$ cat config.mk
export PLATFORM = sky130hd
export DESIGN_NAME = pc_fetch_ctrl
export DESIGN_NICKNAME = d
export VERILOG_FILES = /design/src/rtl/pc_pkg.sv /design/src/rtl/retire_counter.sv /design/src/rtl/pc_fetch_ctrl.sv
export SDC_FILE = /design/constraint.sdc
export NUM_CORES = 1
export LEC_CHECK = 0
export CORE_MARGIN = 5
export CORE_UTILIZATION = 43
export CTS_CLUSTER_DIAMETER = 80
export DETAILED_ROUTE_END_ITERATION = 12
export GPL_TIMING_DRIVEN = 0
export PLACE_DENSITY = 0.87
export SLEW_MARGIN = 20
export SYNTH_ARGS = -nofsm -noshare
export SYNTH_HDL_FRONTEND = slang
export SYNTH_SLANG_ARGS = --single-unit
$ cat constraint.sdc
create_clock -name i_clk -period 3.8 [get_ports i_clk]
set_input_delay 0.76 -clock i_clk [delete_from_list [all_inputs] [get_ports i_clk]]
set_output_delay 0.76 -clock i_clk [all_outputs]
set_load 0.01 [all_outputs]
$ cat src/rtl/pc_pkg.sv
// Shared types and constants for the PC/fetch sequencer.
//   fetch_state_e   : fetch FSM encoding (BOOT, REQ, EXEC, TRAP)
//   PC_INC          : program-counter increment
//   PC_RESET_VECTOR : default PC after reset
//   PC_TRAP_VECTOR  : default PC loaded on a misaligned target (PC_MISALIGN_TRAP_EN)
package pc_pkg;

    typedef enum logic [1:0] {
        BOOT = 2'd0,
        REQ  = 2'd1,
        EXEC = 2'd2,
        TRAP = 2'd3
    } fetch_state_e;

    localparam logic [31:0] PC_INC          = 32'd4;
    localparam logic [31:0] PC_RESET_VECTOR = 32'h0000_0000;
    localparam logic [31:0] PC_TRAP_VECTOR  = 32'h0000_0100;
    localparam logic [31:0] PC_ALIGN_MASK   = 32'hFFFF_FFFC;

    function automatic logic is_misaligned(input logic [31:0] addr);
        return addr[1:0] != 2'b00;
    endfunction

endpackage

$ cat src/rtl/retire_counter.sv
// Wrapping retired-instruction counter.
//   i_clk   : rising-edge clock
//   i_rst   : synchronous active-high clear
//   i_en    : increment strobe (one per retired instruction)
//   o_count : current count, wraps modulo 2^WIDTH
module retire_counter #(
    parameter int WIDTH = 32
) (
    input  logic             i_clk,
    input  logic             i_rst,
    input  logic             i_en,
    output logic [WIDTH-1:0] o_count
);

    logic [WIDTH-1:0] r_count;

    always_ff @(posedge i_clk) begin
        if (i_rst)
            r_count <= '0;
        else if (i_en)
            r_count <= r_count + WIDTH'(1);
    end

    assign o_count = r_count;

endmodule

$ cat src/rtl/pc_fetch_ctrl.sv
// Program-counter register and fetch sequencer, sits downstream of mux_pc.
// Holds the architectural PC, issues one imem request per instruction and
// commits next_pc when the datapath retires.
//
// Optional feature macro: PC_MISALIGN_TRAP_EN
//   defined   : misaligned retire target redirects to TRAP_VECTOR, records
//               bad_addr and pulses misalign_trap for one cycle (TRAP state).
//   undefined : low two bits of the target are cleared; trap outputs tied 0.
//
// Ports:
//   i_clk           rising-edge clock
//   i_rst           synchronous active-high reset (highest priority)
//   i_next_pc       next PC selected by mux_pc
//   i_stall         datapath hold, blocks PC commit while high
//   i_imem_ready    imem accepts/returns current request (used in REQ only)
//   o_imem_req      fetch request, held until imem_ready
//   o_imem_addr     fetch address (== pc)
//   o_instr_valid   fetched instruction valid for execution this cycle
//   o_pc            current PC
//   o_pc_plus4      pc + 4, combinational, back to mux_pc
//   o_instret       retired-instruction count
//   o_misalign_trap one-cycle pulse on misaligned target
//   o_bad_addr      last offending next_pc
module pc_fetch_ctrl
    import pc_pkg::*;
#(
    parameter logic [31:0] RESET_VECTOR = PC_RESET_VECTOR
`ifdef PC_MISALIGN_TRAP_EN
   ,parameter logic [31:0] TRAP_VECTOR  = PC_TRAP_VECTOR
`endif
) (
    input  logic        i_clk,
    input  logic        i_rst,
    input  logic [31:0] i_next_pc,
    input  logic        i_stall,
    input  logic        i_imem_ready,
    output logic        o_imem_req,
    output logic [31:0] o_imem_addr,
    output logic        o_instr_valid,
    output logic [31:0] o_pc,
    output logic [31:0] o_pc_plus4,
    output logic [31:0] o_instret,
    output logic        o_misalign_trap,
    output logic [31:0] o_bad_addr
);

    fetch_state_e r_state, w_next_state;
    logic [31:0]  r_pc;
    logic         w_retire;

    // One retire per EXEC visit: leaving EXEC is the retire event itself.
    assign w_retire = (r_state == EXEC) && !i_stall;

    always_ff @(posedge i_clk) begin
        if (i_rst)
            r_state <= BOOT;
        else
            r_state <= w_next_state;
    end

    always_comb begin
        w_next_state = r_state;
        case (r_state)
            BOOT: w_next_state = REQ;
            REQ:  if (i_imem_ready) w_next_state = EXEC;
            EXEC: begin
                if (!i_stall) begin
`ifdef PC_MISALIGN_TRAP_EN
                    w_next_state = is_misaligned(i_next_pc) ? TRAP : REQ;
`else
                    w_next_state = REQ;
`endif
                end
            end
            TRAP: w_next_state = REQ;
            default: w_next_state = BOOT;
        endcase
    end

`ifdef PC_MISALIGN_TRAP_EN
    logic [31:0] r_bad_addr;

    always_ff @(posedge i_clk) begin
        if (i_rst) begin
            r_pc       <= RESET_VECTOR;
            r_bad_addr <= '0;
        end else if (w_retire) begin
            if (is_misaligned(i_next_pc)) begin
                r_pc       <= TRAP_VECTOR;
                r_bad_addr <= i_next_pc;
            end else begin
                r_pc       <= i_next_pc;
            end
        end
    end

    assign o_misalign_trap = (r_state == TRAP);
    assign o_bad_addr      = r_bad_addr;
`else
    // Misaligned targets are silently word-aligned.
    always_ff @(posedge i_clk) begin
        if (i_rst)
            r_pc <= RESET_VECTOR;
        else if (w_retire)
            r_pc <= i_next_pc & PC_ALIGN_MASK;
    end

    assign o_misalign_trap = 1'b0;
    assign o_bad_addr      = '0;
`endif

    retire_counter #(.WIDTH(32)) u_retire_counter (
        .i_clk   (i_clk),
        .i_rst   (i_rst),
        .i_en    (w_retire),
        .o_count (o_instret)
    );

    // Request/valid decode straight from the state register: glitch-free and
    // held stable for as long as the FSM stays in the state.
    assign o_imem_req    = (r_state == REQ);
    assign o_imem_addr   = r_pc;
    assign o_instr_valid = (r_state == EXEC);
    assign o_pc          = r_pc;
    assign o_pc_plus4    = r_pc + PC_INC;

endmodule

### Word level (Yosys, flattened, before mapping)

Cells that the tools add are included.

| cells by class | value |
|---|---|
| $add $sub $neg | 2 |
| equal/unequal tests | 5 |
| muxes and demuxes | 3 |
| reduce and logical (&&, ||, !) cells | 5 |

Operators by type and width:

| cell | number |
|---|---|
| adder 32 x 1 -> 32 bit (second input constant) | 1 |
| adder 32 x 3 -> 32 bit (second input constant) | 1 |
| one-hot mux 2 bit (3 select lines) | 1 |
| == test 2 bit (second input constant) | 2 |
| 2-to-1 mux 2 bit | 2 |
| inequality test 2 bit (second input constant) | 2 |
| == test 2 x 1 -> 1 bit (second input constant) | 1 |
| zero test 2 bit | 1 |
| AND reduction 2 bit | 1 |
| OR reduction 2 bit | 1 |
| logical AND 1 bit | 1 |
| zero test 1 bit | 1 |

| word-level totals | value |
|---|---|
| output and inout bits | 163 |
| register bits | 64 |
| word-level logic and storage cells | 18 |

### Depth between registers and ports, before layout

Gate-level depths: netlist (run 1).

| depth | value |
|---|---|
| depth in word-level cells | 3 |
| gate-level depth with buffers | 5 |

### By module

From an unflattened synthesis (run 1), not the netlist that was laid out.

| unflattened totals | value |
|---|---|
| cells, all modules | 480 |
| area, all modules | 3,851.2 um^2 |

Modules (own cells, without submodules):

| module | cells an instance | times used | area each (um^2) |
|---|---|---|---|
| pc_fetch_ctrl | 299 | 1 | 2,287.2 |
| retire_counter | 181 | 1 | 1,564.0 |

### Worst setup path after synthesis (run 1)

OpenSTA, ideal clock, no wires.

| path | value |
|---|---|
| path kind | reg-to-output |
| start point | register r_pc[8], in the netlist o_imem_addr[8] |
| end point | output o_pc_plus4[29] |
| required time | 3.040 ns |
| buffers on the path | 1 |
| cell stages (with the launch flop) | 6 |
| slack | 1.288 ns |
| arrival time | 1.752 ns |
| path through | dfxtp_1 -> nand4_1 -> nor3_1 -> clkbuf_1 -> nand4_1 -> xnor2_1 |

| between the ends | value |
|---|---|
| longest elaborated chain between the ends | 1 |

RTL lines:

| what | RTL line | source |
|---|---|---|
| from (decl) | pc_fetch_ctrl.sv:48 | `logic [31:0] r_pc;` |
| from (signal assigned) | pc_fetch_ctrl.sv:105 | `r_pc <= i_next_pc & PC_ALIGN_MASK;` |
| adder 32 x 3 -> 32 bit | pc_fetch_ctrl.sv:125 | `assign o_pc_plus4 = r_pc + PC_INC;` |
| to (decl) | pc_fetch_ctrl.sv:41 | `output logic [31:0] o_pc_plus4,` |

Every way passes these cells.

### Final worst setup path (run 1)

Same ends and word-level chain as after synthesis.

==> results of run 1 <==
## repair_timing
| item | 4_1_cts | 5_1_grt |
|---|---|---|
| hold endpoints to repair | 0 | 0 |
| buffers inserted | 0 | 0 |
| endpoints found under the setup margin | 0 | 10 |
| resized for setup | 0 | 1 |
## routing by layer
layer,vias to the layer above,global-route usage
li1,1934,-
met1,1776,0.232
met2,163,0.363
met3,18,0.0562
met4,0,0.0707
met5,-,0
## cells in the mapped netlist (all sizes together), types with 9 or more instances
cell / instances / area [um^2]
nand2: 79 / 297
buf: 71 / 527
or3: 9 / 58.8
nand3: 25 / 125
nor2: 19 / 71.3
dfxtp: 64 / 1280
a21oi: 49 / 245
xnor2: 25 / 219
nand4: 18 / 119
o21ai: 9 / 45.0
or4: 13 / 97.6
xor2: 11 / 96.3
o31ai: 9 / 67.6
clkbuf: 16 / 60.1
## state kept, by name, summed over array words and instances, names as in the netlist
signal                    cells
u_retire_counter.o_count     32
r_state                       2
o_imem_addr                  30
## critical path: stages, from the launching register on
cell	delay (ns)
sky130_fd_sc_hd__dfxtp_1	0.48
sky130_fd_sc_hd__nand4_1	0.24
sky130_fd_sc_hd__nor3_2	0.42
sky130_fd_sc_hd__clkbuf_1	0.39
sky130_fd_sc_hd__nand4_1	0.18
sky130_fd_sc_hd__xnor2_1	0.18
sky130_fd_sc_hd__clkdlybuf4s50_1	0.59
## power breakdown
| group | total, W | internal, W | switching, W |
|---|---|---|---|
| Combinational | 0.000170 | 0.000100 | 0.0000698 |
| Clock | 0.000567 | 0.000317 | 0.000250 |
| Sequential | 0.000689 | 0.000677 | 0.0000115 |
## how the worst max path moves through the flow
stage / to / cells after the start / slack [ns] / start
3_3_place_gp: o_pc_plus4[31] / 6 / 0.45 / o_imem_addr[8]
2_1_floorplan: o_pc_plus4[29] / 5 / 1.29 / o_imem_addr[8]
3_5_place_dp: o_pc_plus4[29] / 6 / 0.41 / o_imem_addr[8]
5_1_grt: o_pc_plus4[29] / 6 / 0.01 / o_imem_addr[8]
6_report: o_pc_plus4[29] / 6 / 0.24 / o_imem_addr[8]
4_1_cts: o_pc_plus4[29] / 6 / 0.03 / o_imem_addr[8]
## per-stage QoR
step                      hold slack, ns  instance area, um^2  setup WS (ns)
after floorplan                    0.504                 3850           1.29
final                              0.495                 5740          0.239
after CTS                          0.497                 5740         0.0315
after global placement             0.472                 5550          0.451
after global routing               0.525                 5740         0.0121
after detailed placement           0.487                 5550          0.412
## cells by family (layout without fill, tap and decap cells)
logic type | Yosys count | after routing | synth area share
AO/OA/AOI/OAI | 68 | 68 | 0.0986
XOR/XNOR | 36 | 36 | 0.0851
adder cells (fa/ha/maj) | 2 | 2 | 0.00675
buffers and inverters | 92 | 264 | 0.163
flip-flops | 64 | 64 | 0.346
multiplexers | 5 | 5 | 0.0152
other | 1 | 39 | 0.00101
AND/OR/NAND/NOR | 202 | 202 | 0.284
## layout make-up
class | instances | area, um^2
repair buffers | 157 | 1570
clock buffers | 12 | 145
flip-flops and latches | 64 | 1280
plain buffers | 87 | 587
inverters | 5 | 18.8
fillers | 643 | 2560
multi-input cells | 352 | 1970
clock inverters | 3 | 42.5
well taps | 105 | 131
==> flow_results.xml, run 1 <==
<?xml version="1.0" encoding="UTF-8"?>
<metrics>
  <group name="synthesis">
    <metric name="synth_seq_area_share" unit="">0.346</metric>
    <metric name="synth_seq_cells" unit="">64</metric>
    <metric name="synth.yosys.warnings" unit="">0</metric>
    <metric name="syn-mean-instance-area" unit="um^2">7.88</metric>
    <metric name="yosys.cell_types.count" unit="">36</metric>
    <metric name="postSynth.asyncResetShare" unit="">0</metric>
    <metric name="synth_flop_cell" unit="">sky130_fd_sc_hd__dfxtp_1</metric>
    <metric name="post_synth_instance_area" unit="um^2">3700</metric>
    <metric name="synth_enable_flop_cells" unit="">0</metric>
    <metric name="postSynthCellCount" unit="">470</metric>
  </group>
  <group name="place">
    <metric name="placed_cells" unit="">770</metric>
    <metric name="port_buffers" unit="">157</metric>
    <metric name="gp_routability_congestion" unit="">0.848</metric>
    <metric name="dp.final_hpwl" unit="mm">8.98</metric>
  </group>
  <group name="global_route">
    <metric name="gr-total-overflow" unit="">0</metric>
    <metric name="via_count_of_the_first_global_routing_pass" unit="">3608</metric>
    <metric name="maximum_number_of_pins_on_one_net_before_global_route_repair" unit="">11</metric>
    <metric name="groute.usage.overall" unit="">0.203</metric>
    <metric name="antenna_found_initial" unit="">0</metric>
    <metric name="global_route_wire_length_before_repair" unit="mm">17.2</metric>
  </group>
  <group name="timing">
    <metric name="finClkSkew" unit="ns">0.0123</metric>
    <metric name="rsz0062_at_grt" unit="">no</metric>
    <metric name="post-route-min-period" unit="ns">3.56</metric>
    <metric name="slew_violations" unit="">0</metric>
    <metric name="maxSlewHeadroom" unit="">0.388</metric>
    <metric name="setup_tns" unit="ns">0</metric>
    <metric name="layout_worst_path_cycle_share" unit="">0.937</metric>
    <metric name="fmax" unit="MHz">281</metric>
    <metric name="finalSetupViolations" unit="">0</metric>
    <metric name="hold_viol_final" unit="">0</metric>
    <metric name="max_slew.worst_pin.slew" unit="ns">0.910</metric>
  </group>
  <group name="drt">
    <metric name="post-route-drc-count" unit="">0</metric>
    <metric name="route.top_layer_used" unit="">met4</metric>
    <metric name="dr_total_vias" unit="">3891</metric>
    <metric name="count_of_routing_violations_after_the_opening_detailed_route_iteration" unit="">92</metric>
    <metric name="met3_length" unit="mm">1.07</metric>
    <metric name="detail_route.wirelength.met1" unit="mm">4.28</metric>
    <metric name="wl_met2" unit="mm">5.73</metric>
    <metric name="antenna_left" unit="">0</metric>
    <metric name="wl_per_cell" unit="um">14.4</metric>
    <metric name="drt-vias-per-instance" unit="">4.96</metric>
    <metric name="route.final.wire_length" unit="mm">11.3</metric>
    <metric name="drtPass1Iterations" unit="">4</metric>
  </group>
  <group name="layout">
    <metric name="layout_common_cells" unit="">157 x sky130_fd_sc_hd__clkdlybuf4s50_1, 79 x sky130_fd_sc_hd__nand2_1, 69 x sky130_fd_sc_hd__buf_4</metric>
    <metric name="mostFrequentLayoutCell" unit="">sky130_fd_sc_hd__clkdlybuf4s50_1</metric>
    <metric name="drive_gt1_frac" unit="">0.143</metric>
    <metric name="area_delta_synth_final" unit="%">55.0</metric>
    <metric name="finalNetCount" unit="">714</metric>
    <metric name="final_core_util" unit="">0.692</metric>
    <metric name="post_layout_nonfiller_instances" unit="">785</metric>
    <metric name="diodes" unit="">0</metric>
  </group>
  <group name="worst_hold_path">
    <metric name="min_delay_worst_endpoint" unit="">u_retire_counter.o_count[27]</metric>
    <metric name="worstHoldStart" unit="">u_retire_counter.o_count[27]</metric>
    <metric name="worstHoldPathCells" unit="">2</metric>
    <metric name="timing.hold.worst.class" unit="">reg -&gt; reg</metric>
  </group>
  <group name="floorplan">
    <metric name="io_pins" unit="">199</metric>
    <metric name="floorplan.initialDensity" unit="">0.446</metric>
    <metric name="core_area" unit="um^2">8300</metric>
    <metric name="die_x" unit="um">103</metric>
    <metric name="fp.dieH" unit="um">103</metric>
    <metric name="num_rows" unit="">33</metric>
    <metric name="die_area" unit="um^2">10600</metric>
  </group>
  <group name="cts">
    <metric name="htree_depth" unit="">3</metric>
    <metric name="clk_path_buf_depth" unit="">2</metric>
    <metric name="worst_skew_pair.late_latency" unit="ns">0.33</metric>
    <metric name="cts_inserted_buffers" unit="">9</metric>
    <metric name="clock-root-buffer" unit="">sky130_fd_sc_hd__clkbuf_8</metric>
    <metric name="clock_sink_count" unit="">64</metric>
    <metric name="cts-hold-fix-buffers" unit="">0</metric>
    <metric name="clk_pin_slew" unit="ns">0.07</metric>
    <metric name="cts_tree" unit="">built</metric>
  </group>
  <group name="pwr">
    <metric name="power.total" unit="W">0.00143</metric>
    <metric name="power.leakage" unit="nW">2.13</metric>
    <metric name="power_per_cell_area" unit="nW/um^2">248</metric>
    <metric name="vdd_ir_drop_max" unit="mV">0.202</metric>
  </group>
  <group name="setup_path">
    <metric name="worstSetupEndpointType" unit="">output port</metric>
    <metric name="rr_worst_depth" unit="">5</metric>
    <metric name="critPathRequiredTime" unit="ns">3.04</metric>
    <metric name="r2r_slack" unit="ns">1.64</metric>
    <metric name="cp_max_fo" unit="">10</metric>
    <metric name="critical_path.reg2reg.endpoint" unit="">u_retire_counter.o_count[29]</metric>
    <metric name="worst_ep_arrival" unit="ns">2.80</metric>
    <metric name="worstSetupStartpointType" unit="">flip-flop</metric>
    <metric name="worst_r2r_startpoint" unit="">u_retire_counter.o_count[3]</metric>
    <metric name="critPathKind" unit="">reg -&gt; out</metric>
  </group>
  <group name="outcome">
    <metric name="outcome" unit="">completed</metric>
  </group>
  <group name="run">
    <metric name="cap_viol_max_count" unit="">0</metric>
  </group>
</metrics>
No activity file was read; power rests on OpenSTA's default activity.
==> inputs of run 2 (changes only) <==
- CORE_UTILIZATION: 43 -> 45
- DONT_BUFFER_PORTS: not set -> 1
- PLACE_DENSITY: 0.87 -> 0.6
==> flow_results.xml, run 2 (synthesized netlist as in run 1, its figures left out) <==
<?xml version="1.0" encoding="UTF-8"?>
<metrics>
  <group name="cts">
    <metric name="worst_skew_pair.late_latency" unit="ns">0.33</metric>
    <metric name="clock_sink_count" unit="">64</metric>
    <metric name="cts_tree" unit="">built</metric>
    <metric name="cts_inserted_buffers" unit="">9</metric>
    <metric name="clock-root-buffer" unit="">sky130_fd_sc_hd__clkbuf_8</metric>
    <metric name="post_cts_buffers" unit="">0</metric>
    <metric name="htree_depth" unit="">3</metric>
    <metric name="clk_pin_slew" unit="ns">0.07</metric>
    <metric name="cts-hold-fix-buffers" unit="">0</metric>
    <metric name="clk_path_buf_depth" unit="">2</metric>
    <metric name="post_cts.resized_instances" unit="">0</metric>
  </group>
  <group name="floorplan">
    <metric name="io_pins" unit="">199</metric>
    <metric name="fp.dieH" unit="um">101</metric>
    <metric name="die_area" unit="um^2">10100</metric>
    <metric name="core_area" unit="um^2">8130</metric>
    <metric name="floorplan.initialDensity" unit="">0.455</metric>
    <metric name="num_rows" unit="">33</metric>
    <metric name="die_x" unit="um">101</metric>
  </group>
  <group name="place">
    <metric name="port_buffers" unit="">0</metric>
    <metric name="dp.final_hpwl" unit="mm">7.43</metric>
    <metric name="gp_routability_congestion" unit="">0.809</metric>
  </group>
  <group name="timing">
    <metric name="rsz0062_at_grt" unit="">no</metric>
    <metric name="post-route-min-period" unit="ns">3.44</metric>
    <metric name="finClkSkew" unit="ns">0.00731</metric>
    <metric name="layout_worst_path_cycle_share" unit="">0.906</metric>
    <metric name="max_slew.worst_pin.slew" unit="ns">0.840</metric>
    <metric name="fmax" unit="MHz">290</metric>
    <metric name="slew_violations" unit="">0</metric>
    <metric name="maxSlewHeadroom" unit="">0.435</metric>
    <metric name="hold_viol_final" unit="">0</metric>
    <metric name="finalSetupViolations" unit="">0</metric>
    <metric name="setup_tns" unit="ns">0</metric>
    <metric name="whs" unit="ns">0.546</metric>
  </group>
  <group name="setup_path">
    <metric name="worst_path_largest_cell_delay" unit="ns">0.64</metric>
    <metric name="critPathKind" unit="">reg -&gt; out</metric>
    <metric name="rr_worst_depth" unit="">5</metric>
    <metric name="cp_max_fo" unit="">10</metric>
    <metric name="worstSetupStartpointType" unit="">flip-flop</metric>
    <metric name="critical_path.most_common_cell" unit="">sky130_fd_sc_hd__nand4_1</metric>
    <metric name="path_cells" unit="">nand4_1, nor3_1, clkbuf_1, nand4_1, xnor2_1</metric>
    <metric name="critPathTopFamily" unit="">simple AND/OR/NAND/NOR gates</metric>
    <metric name="worst_ep_arrival" unit="ns">2.68</metric>
    <metric name="cp.depth" unit="">5</metric>
    <metric name="worstSetupEndpointType" unit="">output port</metric>
    <metric name="timing.critical_path.buf_inv" unit="">1</metric>
    <metric name="critPathRequiredTime" unit="ns">3.04</metric>
    <metric name="timing.critical_path.slowest_stage_cell" unit="">sky130_fd_sc_hd__nor3_1</metric>
  </group>
  <group name="drt">
    <metric name="drtPass1Iterations" unit="">5</metric>
    <metric name="count_of_routing_violations_after_the_opening_detailed_route_iteration" unit="">90</metric>
    <metric name="drt-vias-per-instance" unit="">5.21</metric>
    <metric name="dr_total_vias" unit="">3268</metric>
    <metric name="antenna_left" unit="">0</metric>
    <metric name="route.final.wire_length" unit="mm">9.62</metric>
    <metric name="wl_per_cell" unit="um">15.3</metric>
    <metric name="post-route-drc-count" unit="">0</metric>
  </group>
  <group name="pwr">
    <metric name="cell_internal_power" unit="W">0.000969</metric>
    <metric name="share_comb_of_total_power" unit="">0.078</metric>
    <metric name="power.sequential.fraction" unit="">0.542</metric>
    <metric name="power.leakage" unit="nW">1.57</metric>
    <metric name="vdd_ir_drop_max" unit="mV">0.153</metric>
    <metric name="p_clk_frac" unit="">0.380</metric>
    <metric name="p_switching" unit="W">0.000309</metric>
    <metric name="power_per_cell_area" unit="nW/um^2">309</metric>
    <metric name="power_switching_share" unit="">0.242</metric>
  </group>
  <group name="layout">
    <metric name="largest_reg_flops" unit="">32</metric>
    <metric name="layout_common_cells" unit="">79 x sky130_fd_sc_hd__nand2_1, 69 x sky130_fd_sc_hd__buf_4, 64 x sky130_fd_sc_hd__dfxtp_1</metric>
    <metric name="area_delta_synth_final" unit="%">11.6</metric>
    <metric name="diodes" unit="">0</metric>
    <metric name="drive_gt1_frac" unit="">0.180</metric>
    <metric name="mostFrequentLayoutCell" unit="">sky130_fd_sc_hd__nand2_1</metric>
    <metric name="finalNetCount" unit="">557</metric>
  </group>
  <group name="worst_hold_path">
    <metric name="worstHoldPathCells" unit="">2</metric>
    <metric name="timing.hold.worst.class" unit="">reg -&gt; reg</metric>
  </group>
  <group name="global_route">
    <metric name="maximum_number_of_pins_on_one_net_before_global_route_repair" unit="">11</metric>
    <metric name="groute.usage.overall" unit="">0.179</metric>
    <metric name="global_route_wire_length_before_repair" unit="mm">14.7</metric>
    <metric name="gr-total-overflow" unit="">0</metric>
    <metric name="via_count_of_the_first_global_routing_pass" unit="">2917</metric>
    <metric name="antenna_found_initial" unit="">0</metric>
  </group>
  <group name="run">
    <metric name="cap_viol_max_count" unit="">0</metric>
  </group>
  <group name="outcome">
    <metric name="outcome" unit="">completed</metric>
  </group>
</metrics>
run 2: routing by layer:
metal,GRT usage,vias up,routed length [um]
li1,-,1619,-
met1,0.220,1507,4010
met2,0.291,133,4520
met3,0.0595,9,974
met4,0.0653,0,114
met5,0,-,0
run 2: power by group through the flow:
| stage | Combinational, W | Sequential [W] | Clock (W) |
|---|---|---|---|
| finish | 0.0000995 | 0.000693 | 0.000486 |
| global placement | 0.0000977 | 0.000708 | 0 |
| detailed placement | 0.0000981 | 0.000708 | 0 |
| floorplan | 0.0000882 | 0.000704 | 0 |
| global route | 0.000110 | 0.000694 | 0.000527 |
| CTS | 0.0000982 | 0.000693 | 0.000499 |
run 2: layout make-up:
type / count / area [um^2]
Multi-Input combinational cell: 352 / 1960
Inverter: 5 / 18.8
Clock buffer: 13 / 149
Tap cell: 105 / 131
Buffer: 87 / 587
Sequential cell: 64 / 1280
Clock inverter: 1 / 5.00
Fill cell: 824 / 4000
run 2: path summary, 6_finish.rpt:
kind                                                     end                    startpoint  slack (ns)
worst max-delay path                          o_pc_plus4[29]                o_imem_addr[8]        0.36
worst min-delay path            u_retire_counter.o_count[27]  u_retire_counter.o_count[27]        0.55
worst max register to register  u_retire_counter.o_count[29]   u_retire_counter.o_count[3]        1.61
worst min register to register  u_retire_counter.o_count[27]  u_retire_counter.o_count[27]        0.55
run 2: per-stage QoR:
stage	total power, W	util	std cells	worst slack, ns	area (um^2)
6_report	0.00128	0.508	627	0.357	4130
5_1_grt	0.00133	0.508	627	0.145	4130
4_1_cts	0.00129	0.508	627	0.358	4130
3_5_place_dp	0.000806	0.489	613	0.733	3980
3_3_place_gp	0.000805	0.489	613	0.743	3980
2_1_floorplan	0.000792	-	508	1.29	3850
run 2: worst reg2reg max path: cells and delay by family (launching register included):
family	cells	cell delay, ns
and+or+nand+nor	3	1.26
DFF	1	0.52
buffers and inverters	1	0.19
AOI/OAI and AO/OA	1	0.15
